`config.mk`:
```
export PLATFORM = sky130hd
export DESIGN_NAME = xbar_demux_ot
export DESIGN_NICKNAME = d
export VERILOG_FILES = /design/src/rtl/xbar_demux_pkg.sv /design/src/rtl/xbar_ot_counter.sv /design/src/rtl/xbar_demux_ot.sv
export SDC_FILE = /design/constraint.sdc
export NUM_CORES = 1
export LEC_CHECK = 0
export CAP_MARGIN = 20
export CORE_AREA = 2 2 218 220
export DETAILED_ROUTE_END_ITERATION = 16
export DIE_AREA = 0 0 220 222
export PLACE_DENSITY = 0.45
export SYNTH_ARGS = -nofsm -noshare
export SYNTH_HDL_FRONTEND = slang
export SYNTH_SLANG_ARGS = --single-unit
```
`constraint.sdc`:
```
create_clock -name clk_i -period 5.11 [get_ports clk_i]
set_input_delay 1.533 -clock clk_i [delete_from_list [all_inputs] [get_ports clk_i]]
set_output_delay 1.533 -clock clk_i [all_outputs]
set_load 0.1 [all_outputs]
```
`src/rtl/xbar_demux_pkg.sv`:
```
// Shared types and constants for the outstanding-transaction-limited crossbar demux.
package xbar_demux_pkg;

  // Transaction-tracking states of the demux.
  typedef enum logic [1:0] {
    ST_IDLE   = 2'd0,  // nothing outstanding
    ST_ACTIVE = 2'd1,  // transactions outstanding to the locked slave
    ST_DRAIN  = 2'd2   // barrier seen: no new grants until everything returns
  } state_e;

  // Read data returned for an access that decodes to no slave.
  localparam logic [31:0] ERR_RDATA = 32'hBADACCE5;

  // Width of the atomic-operation field carried with each request.
  localparam int ATOP_W = 6;

endpackage

```
`src/rtl/xbar_ot_counter.sv`:
```
// Saturating up/down counter of outstanding transactions with full/empty flags.
module xbar_ot_counter #(
  parameter int MAX_OT = 4,
  parameter int CNT_W  = $clog2(MAX_OT + 1)
) (
  input  logic             clk_i,
  input  logic             rst_ni,
  input  logic             inc_i,
  input  logic             dec_i,
  output logic [CNT_W-1:0] count_o,
  output logic             full_o,
  output logic             empty_o
);

  localparam logic [CNT_W-1:0] MAX_CNT = CNT_W'(MAX_OT);

  logic [CNT_W-1:0] count_q;

  // Count issues up and responses down; a simultaneous pair leaves it unchanged.
  // NOTE: sequential state uses non-blocking (<=) so every flop samples pre-edge values.
  always_ff @(posedge clk_i or negedge rst_ni) begin
    if (!rst_ni) begin
      count_q <= '0;
    end else if (inc_i && !dec_i && (count_q != MAX_CNT)) begin
      count_q <= count_q + CNT_W'(1);
    end else if (dec_i && !inc_i && (count_q != '0)) begin
      count_q <= count_q - CNT_W'(1);
    end
  end

  assign count_o = count_q;
  assign full_o  = (count_q == MAX_CNT);
  assign empty_o = (count_q == '0);

endmodule

```
`src/rtl/xbar_demux_ot.sv`:
```
// One-master to NB_SLAVE-slave demux with an outstanding-transaction limit,
// in-order responses via target locking, barrier drain and decode-error replies.
module xbar_demux_ot
  import xbar_demux_pkg::*;
#(
  parameter  int NB_SLAVE = 4,
  parameter  int ADDR_W   = 32,
  parameter  int DATA_W   = 32,
  parameter  int SEL_LSB  = 12,
  parameter  int MAX_OT   = 4,
  localparam int BE_W     = DATA_W / 8,
  localparam int SEL_W    = $clog2(NB_SLAVE),
  localparam int CNT_W    = $clog2(MAX_OT + 1)
) (
  input  logic                clk_i,
  input  logic                rst_ni,
  // master request
  input  logic                m_req_i,
  input  logic [ADDR_W-1:0]   m_add_i,
  input  logic                m_we_i,
  input  logic [ATOP_W-1:0]   m_atop_i,
  input  logic [DATA_W-1:0]   m_wdata_i,
  input  logic [BE_W-1:0]     m_be_i,
  output logic                m_gnt_o,
  // master control
  input  logic                m_barrier_i,
  input  logic                m_exec_cancel_i,
  input  logic                m_exec_stall_i,
  output logic                m_busy_o,
  // master response
  output logic                m_r_valid_o,
  output logic [DATA_W-1:0]   m_r_rdata_o,
  input  logic                m_r_gnt_i,
  // slave side
  output logic [NB_SLAVE-1:0] s_req_o,
  output logic [ADDR_W-1:0]   s_add_o   [NB_SLAVE],
  output logic [NB_SLAVE-1:0] s_we_o,
  output logic [ATOP_W-1:0]   s_atop_o  [NB_SLAVE],
  output logic [DATA_W-1:0]   s_wdata_o [NB_SLAVE],
  output logic [BE_W-1:0]     s_be_o    [NB_SLAVE],
  input  logic [NB_SLAVE-1:0] s_gnt_i,
  input  logic [NB_SLAVE-1:0] s_r_valid_i,
  input  logic [DATA_W-1:0]   s_r_rdata_i [NB_SLAVE],
  output logic [NB_SLAVE-1:0] s_r_gnt_o
);

  logic [SEL_W-1:0] sel, sel_idx, locked_sel_q;
  logic             dec_err, barrier_block, fwd_ok, req_live;
  logic             fwd, err_gnt, inc, dec, last_rsp;
  logic             rsp_live, rsp_valid_slv, err_pending_q;
  logic             cnt_full, cnt_empty;
  logic [CNT_W-1:0] ot_count;
  state_e           state_q, state_d;

  // Target decode; an out-of-range select is answered locally.
  assign sel     = m_add_i[SEL_LSB +: SEL_W];
  assign dec_err = (int'(sel) >= NB_SLAVE);
  assign sel_idx = dec_err ? '0 : sel;

  // A barrier blocks from the cycle it is seen whenever anything is outstanding.
  assign barrier_block = (state_q == ST_DRAIN) || (m_barrier_i && !cnt_empty);

  // Switching targets is only allowed once everything outstanding has returned,
  // which keeps responses in issue order without a reorder buffer.
  assign fwd_ok = rst_ni && !m_exec_stall_i && !cnt_full && !barrier_block &&
                  !err_pending_q && (cnt_empty || (sel == locked_sel_q));

  assign req_live = rst_ni && m_req_i && !m_exec_cancel_i;
  assign fwd      = req_live && fwd_ok && !dec_err;
  assign err_gnt  = req_live && fwd_ok && dec_err;
  assign inc      = fwd && s_gnt_i[sel_idx];

  // Cancelled requests are acknowledged immediately and never reach a slave.
  assign m_gnt_o = inc || err_gnt || (rst_ni && m_req_i && m_exec_cancel_i);

  // Response path follows the locked target; a pending decode error takes priority.
  assign rsp_live      = !cnt_empty && !err_pending_q;
  assign rsp_valid_slv = rsp_live && s_r_valid_i[locked_sel_q];
  assign dec           = rsp_valid_slv && m_r_gnt_i;
  assign m_r_valid_o   = err_pending_q || rsp_valid_slv;
  assign m_r_rdata_o   = err_pending_q ? DATA_W'(ERR_RDATA) : s_r_rdata_i[locked_sel_q];
  assign m_busy_o      = !cnt_empty || err_pending_q;

  assign s_we_o = {NB_SLAVE{m_we_i}};

  // Broadcast the request payload, one-hot request and response grant.
  // NOTE: every signal written in always_comb gets a default first, so no latch is inferred.
  always_comb begin
    s_req_o   = '0;
    s_r_gnt_o = '0;
    for (int i = 0; i < NB_SLAVE; i++) begin
      s_add_o[i]   = m_add_i;
      s_atop_o[i]  = m_atop_i;
      s_wdata_o[i] = m_wdata_i;
      s_be_o[i]    = m_be_i;
    end
    if (fwd) s_req_o[sel_idx] = 1'b1;
    if (rsp_live) s_r_gnt_o[locked_sel_q] = m_r_gnt_i;
  end

  xbar_ot_counter #(
    .MAX_OT (MAX_OT),
    .CNT_W  (CNT_W)
  ) u_ot_counter (
    .clk_i   (clk_i),
    .rst_ni  (rst_ni),
    .inc_i   (inc),
    .dec_i   (dec),
    .count_o (ot_count),
    .full_o  (cnt_full),
    .empty_o (cnt_empty)
  );

  // Lock the target of each slave grant and track the local error reply.
  always_ff @(posedge clk_i or negedge rst_ni) begin
    if (!rst_ni) begin
      locked_sel_q  <= '0;
      err_pending_q <= 1'b0;
    end else begin
      if (inc) locked_sel_q <= sel;
      if (err_gnt) begin
        err_pending_q <= 1'b1;
      end else if (err_pending_q && m_r_gnt_i) begin
        err_pending_q <= 1'b0;
      end
    end
  end

  // The final outstanding response returns with no new issue in the same cycle.
  assign last_rsp = dec && !inc && (ot_count == CNT_W'(1));

  // State register.
  always_ff @(posedge clk_i or negedge rst_ni) begin
    if (!rst_ni) state_q <= ST_IDLE;
    else         state_q <= state_d;
  end

  // Next-state: a barrier only matters while something is outstanding.
  always_comb begin
    state_d = state_q;
    unique case (state_q)
      ST_IDLE:   if (inc) state_d = ST_ACTIVE;
      ST_ACTIVE: begin
        if (last_rsp)         state_d = ST_IDLE;
        else if (m_barrier_i) state_d = ST_DRAIN;
      end
      ST_DRAIN:  if (last_rsp) state_d = ST_IDLE;
      default:   state_d = ST_IDLE;
    endcase
  end

endmodule
```
==> impl_metrics.json, run 1 <==
{
  "status": "finished, final reports clean",
  "clkLatencyLatePin_ps": 230,
  "yosysWarnings": 0,
  "grt_pass1_vias": 2331,
  "ys_async_sr_fraction": 1.000,
  "critPathMaxFanout": 6,
  "crit_chain": "clkdlybuf4s50_1 -> xor2_1 -> o41ai_4 -> nand2_1 -> nor3b_1 -> buf_12",
  "ctsHoldBuffers": 0,
  "postSynthAreaPerCell_um2": 9.014,
  "yosysMostFrequentCell": "buf_4",
  "core_area_um2": 46260,
  "antenna_found_initial": 0,
  "p_leak_nw": 1.367,
  "ir_drop_v": 0.0003581,
  "fin_crit_sh": 0.9720,
  "drt_iter0_markers": 72,
  "cp-start-kind": "input port",
  "utilization": 0.08980,
  "synth_top_area_frac": 0.6139,
  "vias_per_cell": 2.313,
  "crit_family": "buffers and inverters",
  "clock_sinks": 7,
  "root_buffer": "clkbuf_16",
  "htreeDepth": 1,
  "drt_pass1_iterations": 4,
  "grt_pass1_wl_mm": 15.72,
  "endpoint_kind": "output pin",
  "nNetsFinal": 524,
  "synth_edf_count": 0,
  "finalHoldViolations": 0,
  "power.density_nw_per_um2": 522.9,
  "postPlaceCellArea_um2": 4075,
  "period_needed_ps": 4967,
  "synth_nets": 629,
  "fp.dieH_um": 222,
  "drt_wl_total_mm": 11.89,
  "portBuffers": 195,
  "rows": 79,
  "finalPower_w": 0.002172,
  "die-area_um2": 48840,
  "cts_max_path_buffers": 2,
  "netlist_area_um2": 3669,
  "rsz0062_at_grt": "false",
  "required_ps": 3580,
  "antenna_cells": 0,
  "finalClockSkew_ps": 3.474,
  "synth.distinct_cells": 31,
  "cts_tree": "built",
  "hp-class": "flop to flop",
  "cts_buffers": 3,
  "cts.clk_slew.worst_paths_ps": 40,
  "critical_path.max_stage_delay_ps": 650,
  "cpMaxStageDelayCell": "clkdlybuf4s50_1",
  "fillers": 5363,
  "setup.worst_path.class": "input port to output pin",
  "die_w_um": 220,
  "max_cap_viol_count": 0,
  "cts_setup_buffers": 0,
  "ys_top_cells_by_count": "300 x buf_4, 34 x mux4_2, 9 x nand2_1, 7 x dfrtp_1, 5 x buf_2",
  "synthToLayoutAreaGrowth_pct": 13.23,
  "synth_top_area_cell": "buf_4",
  "setup_viol": 0,
  "slew_headroom": 0.6070,
  "hpwl_mm": 10.47,
  "finalSetupTns_ps": 0,
  "ys.flop_type": "dfrtp_1",
  "worst-path-buf-inv": 2,
  "floorplan.initialDensity": 0.07930,
  "synth.area.top_cells": "buf_4 61%, mux4_2 21%, dfrtp_1 4.8%",
  "cp.arrival_ps": 3430,
  "drc": 0,
  "grt_remaining_overflow": 0,
  "synth_cells": 407,
  "io-pin-count": 561,
  "ant_nets": 0,
  "gp_routability_congestion": 0.8081,
  "wl_per_cell_um": 13.10,
  "worst_pin_slew_ps": 589.4,
  "drive_gt1_frac": 0.3555,
  "design_area_um2": 4154,
  "vias": 2100,
  "cts_resized": 0,
  "fmax_ghz": 0.2013,
  "synth-seq-cells": 7,
  "maxSlewViolCount": 0,
  "synth_seq_area_share": 0.04775,
  "grt_max_degree": 37,
  "grt.total_usage": 0.04450
}
cells in the final DEF (no fill, tap or decap):
cell and n:
nand2b_1 1, buf_12 7, nor3_1 1, inv_1 4
mux2_4 1, and2_1 2, xnor2_1 2, xor2_1 2
ha_1 4, nor4b_1 1, a21oi_1 3, clkbuf_1 1
o21ai_1 2, nor2_1 3, nor3b_1 3, nand3_2 1
and4_1 1, clkdlybuf4s50_1 144, nand3_1 4, clkbuf_16 3
mux2i_1 1, maj3_2 2, dfrtp_1 5, mux4_2 34
and3_4 2, a221oi_1 1, dfrtp_2 2, nand2_1 9
a2111oi_2 1, nor3_2 3, buf_4 50, o41ai_4 1
stage by stage:
stage	setup WS, ps	hold WS (ps)	cells
2_1_floorplan	-887.7	465.6	407
3_3_place_gp	148.5	525.9	904
5_1_grt	27.67	547.0	908
4_1_cts	121.3	504.8	908
3_5_place_dp	131.7	500.2	904
6_report	143.2	507.9	908
registers in the layout, indices dropped and copies added (netlist names):
register,count
locked_sel_q,2
state_q,2
u_ot_counter.count_o,3
per-layer routing:
layer | GRT usage | routed length, um | vias to the layer above
met5 | 0 | 0 | -
met3 | 0.02593 | 1882 | 77
met1 | 0.03532 | 3307 | 906
met4 | 0.03572 | 880 | 0
li1 | - | - | 835
met2 | 0.07801 | 5820 | 282
logic make-up (layout without fill, tap and decap cells):
| kind of cell | after synthesis | in the layout | share of synthesized area |
|---|---|---|---|
| DFF | 7 | 7 | 0.04775 |
| buffers and inverters | 315 | 209 | 0.6371 |
| adders and majority gates | 6 | 6 | 0.01978 |
| xor gates and xnor gates | 4 | 4 | 0.009552 |
| and+or+nand+nor | 31 | 31 | 0.04945 |
| AOI/OAI and AO/OA | 8 | 8 | 0.02080 |
| muxes | 36 | 36 | 0.2156 |
worst register-to-register path, cell delays in order (launching register included):
cell	delay, ps
dfrtp_2	550
buf_12	280
mux4_2	640
nand3_1	190
nand2_1	80
nor4b_1	350
nor3_2	80
final timing paths:
| check | end | depth (start not counted) | slack (ps) | from |
|---|---|---|---|---|
| setup / recovery | s_req_o[1] | 6 | 140 | m_add_i[12] |
| hold / removal | state_q[1] | 1 | 510 | state_q[0] |
| setup reg to reg | u_ot_counter.count_o[2] | 6 | 2820 | locked_sel_q[0] |
| hold reg to reg | state_q[1] | 1 | 510 | state_q[0] |
| max in group asynchronous | locked_sel_q[0] | 2 | 3330 | rst_ni |
| min in group asynchronous | state_q[0] | 2 | 1630 | rst_ni |
where the power goes:
group	leakage [nW]	switching [W]	total [W]	internal, W
registers	0.0829	0.0000358	0.000117	0.0000808
logic	1.25	0.00136	0.00192	0.000560
clock network	0.0382	0.0000292	0.000133	0.000104
total	1.37	0.00143	0.00217	0.000745
cell type report:
type,count,area (um2),share of cell area
Sequential cell,7,177.7,0.04277
Timing Repair Buffer,201,1957,0.4711
Clock buffer,4,78.83,0.01898
Tap cell,607,759.5,0.1828
Multi-Input combinational cell,85,1166,0.2807
Inverter,4,15.01,0.003614
(Power assumes the default switching activity.)
==> inputs of run 2 (changes only) <==
Clock period 5.11 ns to 6.39 ns, I/O delays scaled along.
==> run 2 against run 1 <==
Net effect:
- sequential power fell by 25%
- via count fell by 3.4%
- power fell by 21%
- combinational power fell by 21%
- hold slack got worse by 11 ps
- wire length rose by 2.4%
- count of clock-buffer cells in the layout did not move
==> impl_metrics.json, run 2 (synthesized netlist as in run 1, its figures left out) <==
{
  "floorplan.initialDensity": 0.07930,
  "max_cap_viol_count": 0,
  "vias": 2029,
  "drive_gt1_frac": 0.3400,
  "endpoint_kind": "output pin",
  "worst_pin_slew_ps": 966.6,
  "rsz0062_at_grt": "false",
  "cts_resized": 0,
  "finalHoldViolations": 0,
  "mostFrequentLayoutCells": "145 x clkdlybuf4s50_1, 50 x buf_4, 34 x mux4_2, 9 x nand2_1, 6 x dfrtp_1",
  "cts_tree": "built",
  "synthToLayoutAreaGrowth_pct": 12.11,
  "power.density_nw_per_um2": 416.3,
  "finalClockSkew_ps": 0.5260,
  "cts.clk_slew.worst_paths_ps": 40,
  "fmax_ghz": 0.1730,
  "maxSlewViolCount": 0,
  "root_buffer": "clkbuf_16",
  "portBuffers": 195,
  "ctsHoldBuffers": 0,
  "cp.arrival_ps": 3860,
  "core_area_um2": 46260,
  "antenna_cells": 0,
  "rows": 79,
  "p_sw_w": 0.001134,
  "p_int_w": 0.0005781,
  "die-area_um2": 48840,
  "cts_buffers": 3,
  "wl_per_cell_um": 13.43,
  "cp-start-kind": "input port",
  "ir_drop_v": 0.0002519,
  "r2r_cells": 6,
  "grt_max_degree": 37,
  "grt_pass1_vias": 2200,
  "htreeDepth": 1,
  "drt_iter0_markers": 53,
  "cts_setup_buffers": 0,
  "drt_wl_total_mm": 12.18,
  "grt.total_usage": 0.04626,
  "p_leak_nw": 1.352,
  "io-pin-count": 561,
  "required_ps": 4470,
  "fp.dieH_um": 222,
  "hpwl_mm": 10.79,
  "slew_headroom": 0.3536,
  "antenna_found_initial": 0,
  "min_path_cells": 1,
  "utilization": 0.08891,
  "mostFrequentLayoutCell": "clkdlybuf4s50_1",
  "largest_reg_flops": 3,
  "status": "finished, final reports clean",
  "drt_pass1_iterations": 4,
  "vias_per_cell": 2.237,
  "critPathMaxFanout": 4,
  "finalSetupTns_ps": 0,
  "ant_nets": 0,
  "grt_remaining_overflow": 0,
  "gp_routability_congestion": 0.8052,
  "period_needed_ps": 5779,
  "cts_max_path_buffers": 2,
  "clock_sinks": 7,
  "drc": 0,
  "grt_pass1_wl_mm": 16.37,
  "setup.worst_path.class": "input port to output pin",
  "die_w_um": 220,
  "combPwrFrac": 0.885,
  "nNetsFinal": 523,
  "p_seq_frac": 0.051,
  "setup_viol": 0,
  "clkLatencyLatePin_ps": 230,
  "hp-class": "flop to flop",
  "switching_share": 0.6624,
  "fin_crit_sh": 0.9044,
  "p_clk_frac": 0.064
}
run 2: final cells by class:
| cell class | instances | area, um2 |
|---|---|---|
| clock buffers | 4 | 78.83 |
| fillers | 5346 | 42150 |
| inverters | 4 | 15.01 |
| multi-input cells | 85 | 1156 |
| flip-flops and latches | 7 | 176.4 |
| well taps | 607 | 759.5 |
| repair buffers | 200 | 1927 |
run 2: layer usage:
metal  part of all wire  global-route usage
met3               0.13             0.02140
met4              0.055             0.02944
met5                  0                   0
met2               0.45             0.07162
met1               0.37             0.05082
run 2: path summary, 6_finish.rpt:
| check | startpoint | to | slack (ps) |
|---|---|---|---|
| max in group asynchronous | rst_ni | locked_sel_q[0] | 4210 |
| setup / recovery | rst_ni | s_req_o[1] | 610 |
| hold / removal | state_q[0] | state_q[1] | 500 |
| min in group asynchronous | rst_ni | state_q[1] | 2030 |
| hold reg to reg | state_q[0] | state_q[1] | 500 |
| setup reg to reg | locked_sel_q[0] | u_ot_counter.count_o[2] | 3900 |
run 2: critical path, stage by stage:
cell and delay (ps):
clkdlybuf4s50_1 500, nand2_1 80, a2111oi_2 510, nand2_1 210, nor3b_1 410, buf_12 230
run 2: metrics by stage:
stage / total power (W) / hold slack (ps) / setup slack (ps) / cells / area [um2]
after global routing: 0.001778 / 512.1 / 420.0 / 907 / 4113
after global placement: 0.001614 / 500.2 / 575.4 / 903 / 4034
after CTS: 0.001728 / 495.5 / 573.7 / 907 / 4113
after detailed placement: 0.001615 / 490.0 / 589.3 / 903 / 4034
after floorplan: 0.002135 / 465.6 / -375.7 / 407 / 3669
final: 0.001712 / 496.6 / 611.0 / 907 / 4113
run 2: power groups by stage:
stage               Combinational (W)  Sequential [W]  Clock (W)
floorplan                     0.00206       0.0000768          0
global placement              0.00153       0.0000884          0
detailed placement            0.00153       0.0000881          0
CTS                           0.00153       0.0000877   0.000111
global route                  0.00157       0.0000906   0.000113
finish                        0.00152       0.0000872   0.000109
==> inputs of run 3 (changes only) <==
Settings changed: CAP_MARGIN 20 to 25.
==> results of run 3 <==
The final DEF is identical to that of run 2; final timing and power are the same.
